--- config.mk ---
export PLATFORM = sky130hd
export DESIGN_NAME = cache_axi_bridge_flat
export DESIGN_NICKNAME = d
export VERILOG_FILES = /design/src/rtl/cache_bus_pkg.sv /design/src/rtl/cache_axi_bridge_if.sv /design/src/rtl/cache_wbeat_serializer.sv /design/src/rtl/cache_axi_bridge.sv /design/src/flat_wrapper.sv
export SDC_FILE = /design/constraint.sdc
export NUM_CORES = 1
export LEC_CHECK = 0
export ABC_AREA = 1
export ABC_CLOCK_PERIOD_IN_PS = 2900
export BUFFER_PORTS_ARGS = -buffer_cell sky130_fd_sc_hd__buf_2
export CAP_MARGIN = 20
export CORE_MARGIN = 3
export CORE_UTILIZATION = 25
export CTS_CLUSTER_SIZE = 40
export DETAILED_ROUTE_END_ITERATION = 6
export PLACE_DENSITY = 0.61
export SYNTH_ARGS = -nofsm -noshare
export SYNTH_HDL_FRONTEND = slang
export SYNTH_SLANG_ARGS = --single-unit
--- constraint.sdc ---
create_clock -name clock -period 2.9 [get_ports clock]
set_input_delay 0.58 -clock clock [delete_from_list [all_inputs] [get_ports clock]]
set_output_delay 0.58 -clock clock [all_outputs]
set_load 0.1 [all_outputs]
--- src/rtl/cache_bus_pkg.sv ---
// Shared types and helpers for the cache-side to AXI4 bridge.
package cache_bus_pkg;

  localparam int unsigned ADDR_W = 32;
  localparam int unsigned DATA_W = 32;
  localparam int unsigned LINE_W = 128;
  localparam int unsigned STRB_W = 4;
  localparam int unsigned TYPE_W = 3;

  localparam logic [TYPE_W-1:0] TYPE_BYTE = 3'b000;
  localparam logic [TYPE_W-1:0] TYPE_HALF = 3'b001;
  localparam logic [TYPE_W-1:0] TYPE_WORD = 3'b010;
  localparam logic [TYPE_W-1:0] TYPE_LINE = 3'b100;

  localparam logic [1:0] AXI_BURST_INCR = 2'b01;

  typedef enum logic [2:0] {
    ST_IDLE,
    ST_AR,
    ST_R,
    ST_AW_W,
    ST_B
  } bridge_state_e;

  // Latched cache request (reads leave wstrb/data unused)
  typedef struct packed {
    logic [ADDR_W-1:0] addr;
    logic [TYPE_W-1:0] req_type;
    logic [STRB_W-1:0] wstrb;
    logic [LINE_W-1:0] data;
  } cache_req_t;

  typedef struct packed {
    logic [7:0] len;
    logic [2:0] size;
  } axlen_size_t;

  // Burst length/size for a request type; lines are 4 x 32-bit INCR beats
  function automatic axlen_size_t type_to_axlen_size(input logic [TYPE_W-1:0] req_type);
    axlen_size_t r;
    if (req_type == TYPE_LINE) begin
      r.len  = 8'd3;
      r.size = 3'b010;
    end else begin
      r.len  = 8'd0;
      r.size = {1'b0, req_type[1:0]};
    end
    return r;
  endfunction

endpackage

--- src/rtl/cache_axi_bridge_if.sv ---
// AXI4 master-side bus bundle between the bridge and the interconnect.
interface cache_axi_bridge_if #(
  parameter int unsigned ID_W = 4
);
  import cache_bus_pkg::*;

  logic [ID_W-1:0]   arid;
  logic [ADDR_W-1:0] araddr;
  logic [7:0]        arlen;
  logic [2:0]        arsize;
  logic [1:0]        arburst;
  logic              arvalid;
  logic              arready;

  logic [ID_W-1:0]   rid;
  logic [DATA_W-1:0] rdata;
  logic [1:0]        rresp;
  logic              rlast;
  logic              rvalid;
  logic              rready;

  logic [ID_W-1:0]   awid;
  logic [ADDR_W-1:0] awaddr;
  logic [7:0]        awlen;
  logic [2:0]        awsize;
  logic [1:0]        awburst;
  logic              awvalid;
  logic              awready;

  logic [DATA_W-1:0] wdata;
  logic [STRB_W-1:0] wstrb;
  logic              wlast;
  logic              wvalid;
  logic              wready;

  logic [ID_W-1:0]   bid;
  logic [1:0]        bresp;
  logic              bvalid;
  logic              bready;

  modport master (
    output arid, araddr, arlen, arsize, arburst, arvalid,
    input  arready,
    input  rid, rdata, rresp, rlast, rvalid,
    output rready,
    output awid, awaddr, awlen, awsize, awburst, awvalid,
    input  awready,
    output wdata, wstrb, wlast, wvalid,
    input  wready,
    input  bid, bresp, bvalid,
    output bready
  );

  modport slave (
    input  arid, araddr, arlen, arsize, arburst, arvalid,
    output arready,
    output rid, rdata, rresp, rlast, rvalid,
    input  rready,
    input  awid, awaddr, awlen, awsize, awburst, awvalid,
    output awready,
    input  wdata, wstrb, wlast, wvalid,
    output wready,
    output bid, bresp, bvalid,
    input  bready
  );

endinterface

--- src/rtl/cache_wbeat_serializer.sv ---
// Splits a latched 128-bit line into 32-bit W beats; single-beat for non-line writes.
module cache_wbeat_serializer
  import cache_bus_pkg::*;
(
  input  logic              clock,
  input  logic              reset,
  input  logic              clear,
  input  logic              advance,
  input  logic              line,
  input  logic [LINE_W-1:0] line_data,
  input  logic [STRB_W-1:0] strb,
  output logic [DATA_W-1:0] wdata,
  output logic [STRB_W-1:0] wstrb,
  output logic              wlast
);

  logic [1:0] beat_q;

  // Beat counter: cleared per write, steps on each accepted W beat, wraps 3 -> 0
  always_ff @(posedge clock) begin
    if (reset) begin
      beat_q <= '0;
    end else if (clear) begin
      beat_q <= '0;
    end else if (advance) begin
      beat_q <= beat_q + 2'd1;
    end
  end

  // Beat select: line writes walk words 0..3 with full strobes
  always_comb begin
    wdata = line_data[DATA_W-1:0];
    wstrb = strb;
    wlast = 1'b1;
    if (line) begin
      wdata = line_data[{beat_q, 5'd0} +: DATA_W];
      wstrb = '1;
      wlast = (beat_q == 2'd3);
    end
  end

endmodule

--- src/rtl/cache_axi_bridge.sv ---
// Cache request -> AXI4 master bridge, one transaction in flight at a time.
// Optional CACHE_BRIDGE_BUS_ERR_EN adds bus_err / bus_err_addr error reporting.
module cache_axi_bridge
  import cache_bus_pkg::*;
#(
  parameter int unsigned ID_W  = 4,
  parameter int unsigned RD_ID = 0,
  parameter int unsigned WR_ID = 1
) (
  input  logic              clock,
  input  logic              reset,
  input  logic              rd_req,
  input  logic [TYPE_W-1:0] rd_type,
  input  logic [ADDR_W-1:0] rd_addr,
  output logic              rd_rdy,
  output logic              ret_valid,
  output logic              ret_last,
  output logic [DATA_W-1:0] ret_data,
  input  logic              wr_req,
  input  logic [TYPE_W-1:0] wr_type,
  input  logic [ADDR_W-1:0] wr_addr,
  input  logic [STRB_W-1:0] wr_wstrb,
  input  logic [LINE_W-1:0] wr_data,
  output logic              wr_rdy,
`ifdef CACHE_BRIDGE_BUS_ERR_EN
  output logic              bus_err,
  output logic [ADDR_W-1:0] bus_err_addr,
`endif
  cache_axi_bridge_if.master axi
);

  bridge_state_e state_q, state_d;
  cache_req_t    req_q;
  logic          aw_done_q, aw_done_d;
  logic          w_done_q, w_done_d;
  logic          rd_acc, wr_acc, is_line;
  logic          ar_valid, r_ready, aw_valid, w_valid, b_ready;
  axlen_size_t   ax_ls;
  logic [ADDR_W-1:0] ax_addr;
  logic [DATA_W-1:0] ser_wdata;
  logic [STRB_W-1:0] ser_wstrb;
  logic              ser_wlast;
  logic              unused_resp;

  assign wr_rdy = (state_q == ST_IDLE);
  assign rd_rdy = (state_q == ST_IDLE) && !wr_req;
  assign wr_acc = wr_req && wr_rdy;
  assign rd_acc = rd_req && rd_rdy;

  assign is_line = (req_q.req_type == TYPE_LINE);
  assign ax_ls   = type_to_axlen_size(req_q.req_type);
  assign ax_addr = is_line ? {req_q.addr[ADDR_W-1:4], 4'b0} : req_q.addr;

  assign axi.arid    = ID_W'(RD_ID);
  assign axi.araddr  = ax_addr;
  assign axi.arlen   = ax_ls.len;
  assign axi.arsize  = ax_ls.size;
  assign axi.arburst = AXI_BURST_INCR;
  assign axi.arvalid = ar_valid;
  assign axi.rready  = r_ready;
  assign axi.awid    = ID_W'(WR_ID);
  assign axi.awaddr  = ax_addr;
  assign axi.awlen   = ax_ls.len;
  assign axi.awsize  = ax_ls.size;
  assign axi.awburst = AXI_BURST_INCR;
  assign axi.awvalid = aw_valid;
  assign axi.wdata   = ser_wdata;
  assign axi.wstrb   = ser_wstrb;
  assign axi.wlast   = ser_wlast;
  assign axi.wvalid  = w_valid;
  assign axi.bready  = b_ready;

  assign ret_valid = (state_q == ST_R) && axi.rvalid;
  assign ret_last  = ret_valid && axi.rlast;
  assign ret_data  = (state_q == ST_R) ? axi.rdata : '0;

  assign unused_resp = ^{axi.rid, axi.bid, axi.rresp, axi.bresp};

  // State and handshake-tracking registers
  always_ff @(posedge clock) begin
    if (reset) begin
      state_q   <= ST_IDLE;
      aw_done_q <= 1'b0;
      w_done_q  <= 1'b0;
    end else begin
      state_q   <= state_d;
      aw_done_q <= aw_done_d;
      w_done_q  <= w_done_d;
    end
  end

  // Next state and AXI channel valids/readies
  always_comb begin
    state_d   = state_q;
    aw_done_d = aw_done_q;
    w_done_d  = w_done_q;
    ar_valid  = 1'b0;
    r_ready   = 1'b0;
    aw_valid  = 1'b0;
    w_valid   = 1'b0;
    b_ready   = 1'b0;
    case (state_q)
      ST_IDLE: begin
        aw_done_d = 1'b0;
        w_done_d  = 1'b0;
        if (wr_acc) begin
          state_d = ST_AW_W;
        end else if (rd_acc) begin
          state_d = ST_AR;
        end
      end
      ST_AR: begin
        ar_valid = 1'b1;
        if (axi.arready) state_d = ST_R;
      end
      ST_R: begin
        r_ready = 1'b1;
        if (axi.rvalid && axi.rlast) state_d = ST_IDLE;
      end
      ST_AW_W: begin
        aw_valid = !aw_done_q;
        w_valid  = !w_done_q;
        if (aw_valid && axi.awready) aw_done_d = 1'b1;
        if (w_valid && axi.wready && ser_wlast) w_done_d = 1'b1;
        if (aw_done_d && w_done_d) state_d = ST_B;
      end
      ST_B: begin
        b_ready = 1'b1;
        if (axi.bvalid) state_d = ST_IDLE;
      end
      default: state_d = ST_IDLE;
    endcase
  end

  // Request latch on acceptance; write takes priority
  always_ff @(posedge clock) begin
    if (reset) begin
      req_q <= '0;
    end else if (wr_acc) begin
      req_q <= '{addr: wr_addr, req_type: wr_type, wstrb: wr_wstrb, data: wr_data};
    end else if (rd_acc) begin
      req_q <= '{addr: rd_addr, req_type: rd_type, wstrb: '0, data: '0};
    end
  end

  cache_wbeat_serializer u_wbeat (
    .clock     (clock),
    .reset     (reset),
    .clear     (wr_acc),
    .advance   (w_valid && axi.wready),
    .line      (is_line),
    .line_data (req_q.data),
    .strb      (req_q.wstrb),
    .wdata     (ser_wdata),
    .wstrb     (ser_wstrb),
    .wlast     (ser_wlast)
  );

`ifdef CACHE_BRIDGE_BUS_ERR_EN
  logic err_hit;
  assign err_hit = ((state_q == ST_R) && axi.rvalid && axi.rresp[1]) ||
                   ((state_q == ST_B) && axi.bvalid && axi.bresp[1]);

  // One-cycle error pulse; address held until the next error
  always_ff @(posedge clock) begin
    if (reset) begin
      bus_err      <= 1'b0;
      bus_err_addr <= '0;
    end else begin
      bus_err <= err_hit;
      if (err_hit) bus_err_addr <= req_q.addr;
    end
  end
`endif

endmodule

--- src/flat_wrapper.sv ---
// flat-port wrapper written by rule: the top's interface ports become plain ports
module cache_axi_bridge_flat import cache_bus_pkg::*;
#(
  parameter int unsigned ID_W  = 4,
  parameter int unsigned RD_ID = 0,
  parameter int unsigned WR_ID = 1
)
  (clock, reset, rd_req, rd_type, rd_addr, rd_rdy, ret_valid, ret_last, ret_data, wr_req, wr_type, wr_addr, wr_wstrb, wr_data, wr_rdy, axi_arid, axi_araddr, axi_arlen, axi_arsize, axi_arburst, axi_arvalid, axi_arready, axi_rid, axi_rdata, axi_rresp, axi_rlast, axi_rvalid, axi_rready, axi_awid, axi_awaddr, axi_awlen, axi_awsize, axi_awburst, axi_awvalid, axi_awready, axi_wdata, axi_wstrb, axi_wlast, axi_wvalid, axi_wready, axi_bid, axi_bresp, axi_bvalid, axi_bready);
  cache_axi_bridge_if #(.ID_W(ID_W)) axi_i ();
  input  logic clock;
  input  logic reset;
  input  logic rd_req;
  input  logic [TYPE_W-1:0] rd_type;
  input  logic [ADDR_W-1:0] rd_addr;
  output logic rd_rdy;
  output logic ret_valid;
  output logic ret_last;
  output logic [DATA_W-1:0] ret_data;
  input  logic wr_req;
  input  logic [TYPE_W-1:0] wr_type;
  input  logic [ADDR_W-1:0] wr_addr;
  input  logic [STRB_W-1:0] wr_wstrb;
  input  logic [LINE_W-1:0] wr_data;
  output logic wr_rdy;
  output wire logic [$bits(axi_i.arid)-1:0] axi_arid;
  output wire logic [$bits(axi_i.araddr)-1:0] axi_araddr;
  output wire logic [$bits(axi_i.arlen)-1:0] axi_arlen;
  output wire logic [$bits(axi_i.arsize)-1:0] axi_arsize;
  output wire logic [$bits(axi_i.arburst)-1:0] axi_arburst;
  output wire logic [$bits(axi_i.arvalid)-1:0] axi_arvalid;
  input wire logic [$bits(axi_i.arready)-1:0] axi_arready;
  input wire logic [$bits(axi_i.rid)-1:0] axi_rid;
  input wire logic [$bits(axi_i.rdata)-1:0] axi_rdata;
  input wire logic [$bits(axi_i.rresp)-1:0] axi_rresp;
  input wire logic [$bits(axi_i.rlast)-1:0] axi_rlast;
  input wire logic [$bits(axi_i.rvalid)-1:0] axi_rvalid;
  output wire logic [$bits(axi_i.rready)-1:0] axi_rready;
  output wire logic [$bits(axi_i.awid)-1:0] axi_awid;
  output wire logic [$bits(axi_i.awaddr)-1:0] axi_awaddr;
  output wire logic [$bits(axi_i.awlen)-1:0] axi_awlen;
  output wire logic [$bits(axi_i.awsize)-1:0] axi_awsize;
  output wire logic [$bits(axi_i.awburst)-1:0] axi_awburst;
  output wire logic [$bits(axi_i.awvalid)-1:0] axi_awvalid;
  input wire logic [$bits(axi_i.awready)-1:0] axi_awready;
  output wire logic [$bits(axi_i.wdata)-1:0] axi_wdata;
  output wire logic [$bits(axi_i.wstrb)-1:0] axi_wstrb;
  output wire logic [$bits(axi_i.wlast)-1:0] axi_wlast;
  output wire logic [$bits(axi_i.wvalid)-1:0] axi_wvalid;
  input wire logic [$bits(axi_i.wready)-1:0] axi_wready;
  input wire logic [$bits(axi_i.bid)-1:0] axi_bid;
  input wire logic [$bits(axi_i.bresp)-1:0] axi_bresp;
  input wire logic [$bits(axi_i.bvalid)-1:0] axi_bvalid;
  output wire logic [$bits(axi_i.bready)-1:0] axi_bready;
  assign axi_arid = axi_i.arid;
  assign axi_araddr = axi_i.araddr;
  assign axi_arlen = axi_i.arlen;
  assign axi_arsize = axi_i.arsize;
  assign axi_arburst = axi_i.arburst;
  assign axi_arvalid = axi_i.arvalid;
  assign axi_i.arready = axi_arready;
  assign axi_i.rid = axi_rid;
  assign axi_i.rdata = axi_rdata;
  assign axi_i.rresp = axi_rresp;
  assign axi_i.rlast = axi_rlast;
  assign axi_i.rvalid = axi_rvalid;
  assign axi_rready = axi_i.rready;
  assign axi_awid = axi_i.awid;
  assign axi_awaddr = axi_i.awaddr;
  assign axi_awlen = axi_i.awlen;
  assign axi_awsize = axi_i.awsize;
  assign axi_awburst = axi_i.awburst;
  assign axi_awvalid = axi_i.awvalid;
  assign axi_i.awready = axi_awready;
  assign axi_wdata = axi_i.wdata;
  assign axi_wstrb = axi_i.wstrb;
  assign axi_wlast = axi_i.wlast;
  assign axi_wvalid = axi_i.wvalid;
  assign axi_i.wready = axi_wready;
  assign axi_i.bid = axi_bid;
  assign axi_i.bresp = axi_bresp;
  assign axi_i.bvalid = axi_bvalid;
  assign axi_bready = axi_i.bready;
  cache_axi_bridge #(.ID_W(ID_W), .RD_ID(RD_ID), .WR_ID(WR_ID)) u_core (.clock(clock), .reset(reset), .rd_req(rd_req), .rd_type(rd_type), .rd_addr(rd_addr), .rd_rdy(rd_rdy), .ret_valid(ret_valid), .ret_last(ret_last), .ret_data(ret_data), .wr_req(wr_req), .wr_type(wr_type), .wr_addr(wr_addr), .wr_wstrb(wr_wstrb), .wr_data(wr_data), .wr_rdy(wr_rdy), .axi(axi_i));
endmodule
==> metrics list, run 1 <==
- Setup slack of the critical path after layout: 0.08041 ns
- Routed via count: 9,129
* Nets: around 1,800
- Starting density of the core: about a quarter
- Share of the clock period used by the worst path after layout: 97.23%
- Residual overflow from global routing: 0
* Cells traversed along the worst timing path: nor2_1 > nand2_1 > inv_2 > buf_12 > or2_2 > buf_2
* Fraction of synthesis flops using an asynchronous set or reset pin: 0%
* Multiplexer share of the synthesized area: 0%
* Clock skew: about 0.013 ns
* TritonCTS buffer count: 17
* Adder and majority gate portion of the synthesized area: less than 1%
- Logic depth of the worst setup path including buffers: 6
* Average wire length per cell after detail routing: 15.91 µm
* Xor and xnor area share after synthesis: 0%
- Worst Max-Slew Pin Slew: a little under 0.8 ns
- Setup violations remaining at the end of the flow were counted as 0.
- Share of post-route cells with drive strength above 1: approximately a third
- Sequential-to-total area share from yosys stat: between 40% and 50%
- Core ar.: 33,870 µm²
- Clock period minus final worst setup slack: ~2.8 ns
- Tightest slew margin relative to the limit: between 40% and 50%
- Die Outline Area: about 37,000 µm²
- Layout area overhead: 31.11%
* Number of vias per cell: around 4.6
- Clock-pin slew on the worst setup and hold paths: approximately 0.08 ns
- CP startpoint kind: flop
* Rows: 67
- For the worst flop-to-flop path, the logic depth is 7.
* Leakage power total: roughly 5.0 nW
- Once placement finished, the instance area stood at ~11,000 µm².
- Status: finished, final reports clean
* Data required time at the worst endpoint: 2.32 ns
- Gpl congestion: just under 0.8
- Clock tree synthesis selected as its root buffer the cell clkbuf_16.
- Hold Path Class: primary input to flop
- Antenna violations before repair: 12
- Cell area after synthesis: just under 9000 µm²
* Post-synthesis area per instance: ~7.0 µm²
* Critical path capture point type: primary output
- Input and output buffers added on the ports amount to approximately 390.
* CTS Buffer Depth: 2
- Counting both buffers and inverters, the worst setup path holds a total of 3.
- Post-synth EDFFs: 0
* Final count of pins violating max slew: 0
- By area, the combinational part of the netlist is dominated by compound AO/OA/AOI/OAI gates.
* Crit path kind: flop to primary output
- Die height: just under 200 µm
- Footprint of the multi-input gates: approximately 4100 µm²
- Number of top-level pins: approximately 430
* Cells after synthesis: approximately 1,200
* Worst path top cell family by delay: buffers and inverters
* Max IR drop VDD: ~1.0 mV
- Sequential standard cell area: ~3500 µm²
- Post-detail-place hpwl: approximately 22,000 µm
- Simple-gate share of the synthesized area: 14.60%
- Largest net degree at the start of global routing: around 130
* Cts hold-fix bufs: 0
- Unrepaired setup endpoints after global routing: true
- Once layout is complete, the cells apart from fillers number between 1,500 and 2,000.
- Summing all non-filler instances in the final layout gives an area of 11,380 µm².
- Drt pass-1 iters: 5
- The synthesized design contains 174 register bits.
* Hold path cells: 3
- Summed over all layers, the routed wires come to between 30,000 and 40,000 µm.
* Cell variety after synth: 25
- # clock sinks: ~170
* Max-cap violation count: 0
- Achievable frequency: approximately 350 MHz
- Filler instances: ~3,600
- The number of global-route vias before repair came to 8,339.
* Detailed Route Iter0 Violations: 499
- First-pass GRT wire length: around 46,000 µm
- The H-tree was split into 4 levels.
* Main flop type after synthesis: dfxtp_1
- Measured along the x axis, the die boundary spans 192.4 µm.
* Critical path's largest stage delay: around 0.43 ns
- Number of hold violations in the final report: 0
- In this run the remaining antenna-violating nets after routing total 0.
- Inst Count DP: between 1,500 and 2,000
* All-Layer GR Usage: roughly 16%
- Yosys warnings: 0
* TritonCTS clock tree: yes
* Critical path fanouts, max: 20
- Final routed DRC violation total: 0
* Power density relative to cell area: approximately 1200 nW/µm²
- Before CTS, the worst setup slack after placement is ~0.43 ns.
* Complex-gate fraction of the synthesized area: between 20% and 30%
- Crit path max-delay cell type: buf_2
- Data arrives at the worst endpoint at ~2.2 ns.
* Skew-Pair Late Insertion Delay: 0.44 ns
## synthesized netlist by cell type (4+ instances only)
cell	instances	area [µm²]
or2_2	5	31.28
dfxtp_1	174	3483
nand2_1	181	679.4
nor2_1	81	304.0
buf_2	16	80.08
o21ai_1	8	40.04
o21ai_0	258	1291
buf_4	104	780.8
clkbuf_1	72	270.3
nor2_4	4	45.04
inv_2	5	18.77
nand3_1	37	185.2
o22ai_1	35	219.0
a21oi_1	173	865.8
inv_1	80	300.3
## path summary, 6_finish.rpt
| check | from | endpoint | slack, ns |
|---|---|---|---|
| hold reg to reg | u_core.req_q[61]$_SDFFE_PP0P_ | u_core.req_q[61]$_SDFFE_PP0P_ | 0.47 |
| setup reg to reg | u_core.state_q[1]$_SDFFE_PP0P_ | u_core.req_q[42]$_SDFFE_PP0P_ | 1.01 |
| hold / removal | wr_data[28] | u_core.req_q[28]$_SDFFE_PP0P_ | 0.38 |
| setup / recovery | u_core.req_q[132]$_SDFFE_PP0P_ | axi_awsize[1] | 0.08 |
## per-layer routing
layer	track usage (%)	share of wire, %	routed length [µm]
met1	20.10	43	13450
met2	25.99	48	15160
met3	4.523	7.4	2335
met4	4.651	1.5	480
met5	0	0.15	47
## cells in the final DEF, fill, tap and decap left out, types with 10 or more instances in the layout
cell type  count
a21oi_1      172
buf_2        359
buf_4         27
clkbuf_16     17
clkbuf_4      20
conb_1        26
dfxtp_1      173
inv_1         79
nand2_1      181
nand3_1       37
nor2_1        42
nor2_2        10
nor2_4        33
o21ai_0      258
o22ai_1       35
## power by group
group	switching, W	internal [W]
Clock	0.00115	0.00117
Sequential	0.000341	0.00297
Combinational	0.00718	0.00133
## worst reg2reg max path, cell delays in order, from the launching register on
cell     delay (ns)
dfxtp_1        0.42
inv_2          0.08
nand2_2        0.10
nor2_4         0.06
inv_4          0.13
buf_4          0.60
o21ai_0        0.24
a21oi_1        0.18
## cell families (layout without fill, tap and decap cells)
family / after synthesis / after routing
buffers and inverters: 282 / 534
flip-flops: 174 / 174
AND/OR/NAND/NOR: 312 / 312
AO/OA/AOI/OAI: 475 / 475
adder cells (fa/ha/maj): 1 / 1
other: 2 / 34
## sequential cells by signal (all words and copies together), names as in the netlist
| signal | flops |
|---|---|
| u_core.state_q | 3 |
| u_core.u_wbeat.beat_q | 2 |
| u_core.aw_done_q | 1 |
| u_core.req_q | 167 |
| u_core.w_done_q | 1 |
## area by class of cell
cell class / count / share of cell area [%]
multi-input cells: 814 / 35.78
flip-flops and latches: 174 / 30.61
repair buffers: 415 / 20.39
well taps: 448 / 4.924
clock buffers: 17 / 3.737
inverters: 87 / 2.902
clock inverters: 15 / 1.484
diodes: 8 / 0.1759
## stage by stage
step           hold slack, ns   TNS, ns  utilization (%)  total power [W]
2_1_floorplan          0.4445    -20.43                -          0.01098
3_3_place_gp           0.4541         0            31.55          0.01182
3_5_place_dp           0.4629         0            31.55          0.01187
4_1_cts                0.3450         0            33.38          0.01426
5_1_grt                0.3456  -0.03964            33.60          0.01482
6_report               0.3841         0            33.61          0.01413
## repair_timing
action,in CTS,in global routing
endpoints found under the setup margin,11,31
gates resized for setup,11,24
setup buffers,0,0
hold endpoints to repair,0,0
No activity file was read; power rests on OpenSTA's default activity.
==> run 2: changes to the inputs <==
--- a/config.mk
+++ b/config.mk
@@ -7,13 +7,14 @@
 export LEC_CHECK = 0
 export ABC_AREA = 1
 export ABC_CLOCK_PERIOD_IN_PS = 2900
-export BUFFER_PORTS_ARGS = -buffer_cell sky130_fd_sc_hd__buf_2
 export CAP_MARGIN = 20
 export CORE_MARGIN = 3
 export CORE_UTILIZATION = 25
+export CTS_BUF_LIST = sky130_fd_sc_hd__clkbuf_4 sky130_fd_sc_hd__clkbuf_8 sky130_fd_sc_hd__clkbuf_16
 export CTS_CLUSTER_SIZE = 40
 export DETAILED_ROUTE_END_ITERATION = 6
-export PLACE_DENSITY = 0.61
+export DONT_BUFFER_PORTS = 1
+export PLACE_DENSITY = 0.5
 export SYNTH_ARGS = -nofsm -noshare
 export SYNTH_HDL_FRONTEND = slang
 export SYNTH_SLANG_ARGS = --single-unit
==> metrics list, run 2 (synthesis gave the netlist of run 1 again) <==
- Total wire length after detailed routing: 31,520 µm (+0.17%)
- Tightest slew margin relative to the limit: 28.91% (-19 points)
- Setup repair after global routing left no endpoint under its margin.
- Most used cells in the layout excluding fill and tap cells: o21ai_0 (226), nand2_1 (181), a21oi_1 (172)
- Clock period minus final worst setup slack: 2.711 ns (-0.1081 ns)
* Critical path data arrival time: 2.13 ns (-0.11 ns)
- Power density relative to cell area: 1334 nW/µm² (+7.5%)
* Die height: 192.4 µm (unchanged)
- The number of placement rows came to 67 (unchanged).
* Count of antenna diodes in the layout: 0 (-8)
* Final TNS setup: 0 ns (unchanged)
- The setup slack of the critical path after layout came to 0.1885 ns (+0.1081 ns).
* All-Layer GR Usage: 16.36% (+0.56 points)
- Post-CTS repair timing setup buffer count: 0 (unchanged)
* Gpl congestion: 0.7732 (-2.3%)
- Critical path capture point type: primary output
- The maximum fanout along the worst path was 34 (+70%).
* TritonCTS clock tree: yes
- Antenna violations before repair: 1 (-11)
- The DRC violations left was 0 (unchanged).
* Average wire length per cell after detail routing: 18.92 µm (+19%)
- The quantity of gates resized following cts was 0 (-11).
* Setup WS pre-CTS: 0.6229 ns (+0.1894 ns)
* Clock-pin slew on the worst setup and hold paths: 0.08 ns (about the same)
- The worst setup path is of the flop to primary output kind.
* Post-detail-place hpwl: 21,830 µm (-1.1%)
- The first-pass iteration count of the detailed router is 5 (unchanged).
- Nets: 1,462 (-17%)
- Crit path max-delay cell type: buf_4
- CP startpoint kind: flop
* Registers with the most flip-flops: u_core.req_q x167, u_core.state_q x3, u_core.u_wbeat.beat_q x2
- Share of post-route cells with drive strength above 1: 21.92% (-11 points)
* Layout area overhead: 28.16%
- The overflow left after global routing is 0 (unchanged).
- Cts hold-fix bufs: 0 (unchanged)
- Final count of pins violating max slew: 0 (unchanged)
- The worst-skew pair later-pin latency came to 0.44 ns (about the same).
- CTS Buffer Depth: 2 (unchanged)
* Core ar.: 33,870 µm² (unchanged)
- The filler cell count in the final layout is 3,633 (-0.33%).
* Hold slack final: 0.2765 ns (-0.1076 ns)
* Final Core Density: 32.85% (-0.76 points)
- Critical path's largest stage delay: 0.67 ns (+0.24 ns)
* Worst Max-Slew Pin Slew: 1.066 ns (+0.2915 ns)
- The critical path data required time is 2.32 ns (about the same).
- Leakage power total: 4.090 nW (-19%)
* Clock Tree Root: clkbuf_16
- The number of I/O pins came to 432 (unchanged).
- The effective utilization at floorplan is 25.64% (unchanged).
- The number of cells traversed by the worst register-to-register path was 9 (+2).
* Hold Path Class: primary input to flop
- Number of global-route vias before repair: 7,661 (-8.1%)
- The via count of the routed design is 8,113 (-11%).
- Status: finished, final reports clean
- Die extent in x: 192.4 µm (unchanged)
- Quantity of I/O buffers inserted on ports: 0 (-100%)
* Detailed Route Iter0 Violations: 566 (+13%)
- Maximum level of the CTS H-tree: 4 (unchanged)
* Cells traversed along the worst timing path: nor3_4 > inv_2 > buf_4 > nor2_2 > buf_12
- Flip-flop count of the largest register, all copies and words added: 167 (unchanged)
* Final setup violation count: 0 (unchanged)
- The peak ir drop on the vdd network was 0.8369 mV (-18%).
- Clock skew: 0.01211 ns (-0.0004425 ns)
- The number of sinks handled by clock tree synthesis came to 174 (unchanged).
- Die Outline Area: 37,000 µm² (unchanged)
- Detail Route Antenna Nets: 0 (unchanged)
* Number of hold violations in the final report: 0 (unchanged)
- Register name with the most flops: u_core.req_q
* Largest net degree at the start of global routing: 135 (+1.5%)
* First-pass GRT wire length: 46,270 µm (+1.3%)
- The total of max-cap violations came to 0 (unchanged).
- Share of the clock period used by the worst path after layout: 93.50% (-3.7 points)
- Hold path cells: 2 (-1)
- The average vias per placed instance is 4.870 (+5.5%).
- TritonCTS buffer count: 17 (unchanged)
- Achievable frequency: 368.8 MHz (+4.0%)
- Most common cell after layout, fill and taps aside: o21ai_0
## run 2: cell count changes in the layout (fill, tap and decap cells not counted), sizes merged, moves of 3 or more
cell and delta:
clkbuf -18, diode -8, buf -284, bufinv +3, clkinv -5
## run 2: stage by stage
step | cell area, µm² | power [W] | std cells
finish | 11130 | 0.01485 | 1666
global route | 11130 | 0.01549 | 1666
CTS | 11130 | 0.01499 | 1666
detailed placement | 10510 | 0.01251 | 1634
global placement | 10510 | 0.01246 | 1634
floorplan | 9042 | 0.01098 | 1270
## run 2: layout make-up
type	count	area, µm²	area share [%]
inverter	87	334.1	3.002
clock buffer	19	440.4	3.958
tap	448	560.5	5.038
clock inverter	13	172.7	1.552
multi-input combinational	814	4227	37.98
sequential	174	3521	31.64
timing repair buffer	111	1872	16.82
## run 2: per-layer routing
| metal | up-vias | part of all wire (%) | global-route usage, % |
|---|---|---|---|
| met3 | 27 | 8.0 | 5.486 |
| met4 | 2 | 1.3 | 4.511 |
| li1 | 3935 | - | - |
| met2 | 301 | 48 | 26.70 |
| met5 | - | 0.041 | 0 |
| met1 | 3848 | 43 | 20.62 |
## run 2: report_power, final
part           internal [W]  switching, W  total (W)
registers           0.00300       0.00249    0.00549
logic               0.00179       0.00511    0.00690
clock network       0.00139       0.00106    0.00245
total               0.00618       0.00866     0.0148
## run 2: path summary, 6_finish.rpt
| kind | start | end | slack [ns] |
|---|---|---|---|
| max reg2reg | u_core.state_q[1]$_SDFFE_PP0P_ | u_core.u_wbeat.beat_q[0]$_SDFFE_PP0P_ | 0.93 |
| max | u_core.state_q[0]$_SDFFE_PP0P_ | ret_data[0] | 0.19 |
| min | wr_data[14] | u_core.req_q[14]$_SDFFE_PP0P_ | 0.28 |
| min reg2reg | u_core.req_q[128]$_SDFFE_PP0P_ | u_core.req_q[128]$_SDFFE_PP0P_ | 0.47 |
## run 2: critical path: cells and delay by family, from the launching register on
kind	cells	cell delay, ns
buffers and inverters	3	0.93
flip-flops	1	0.55
AND/OR/NAND/NOR	2	0.19
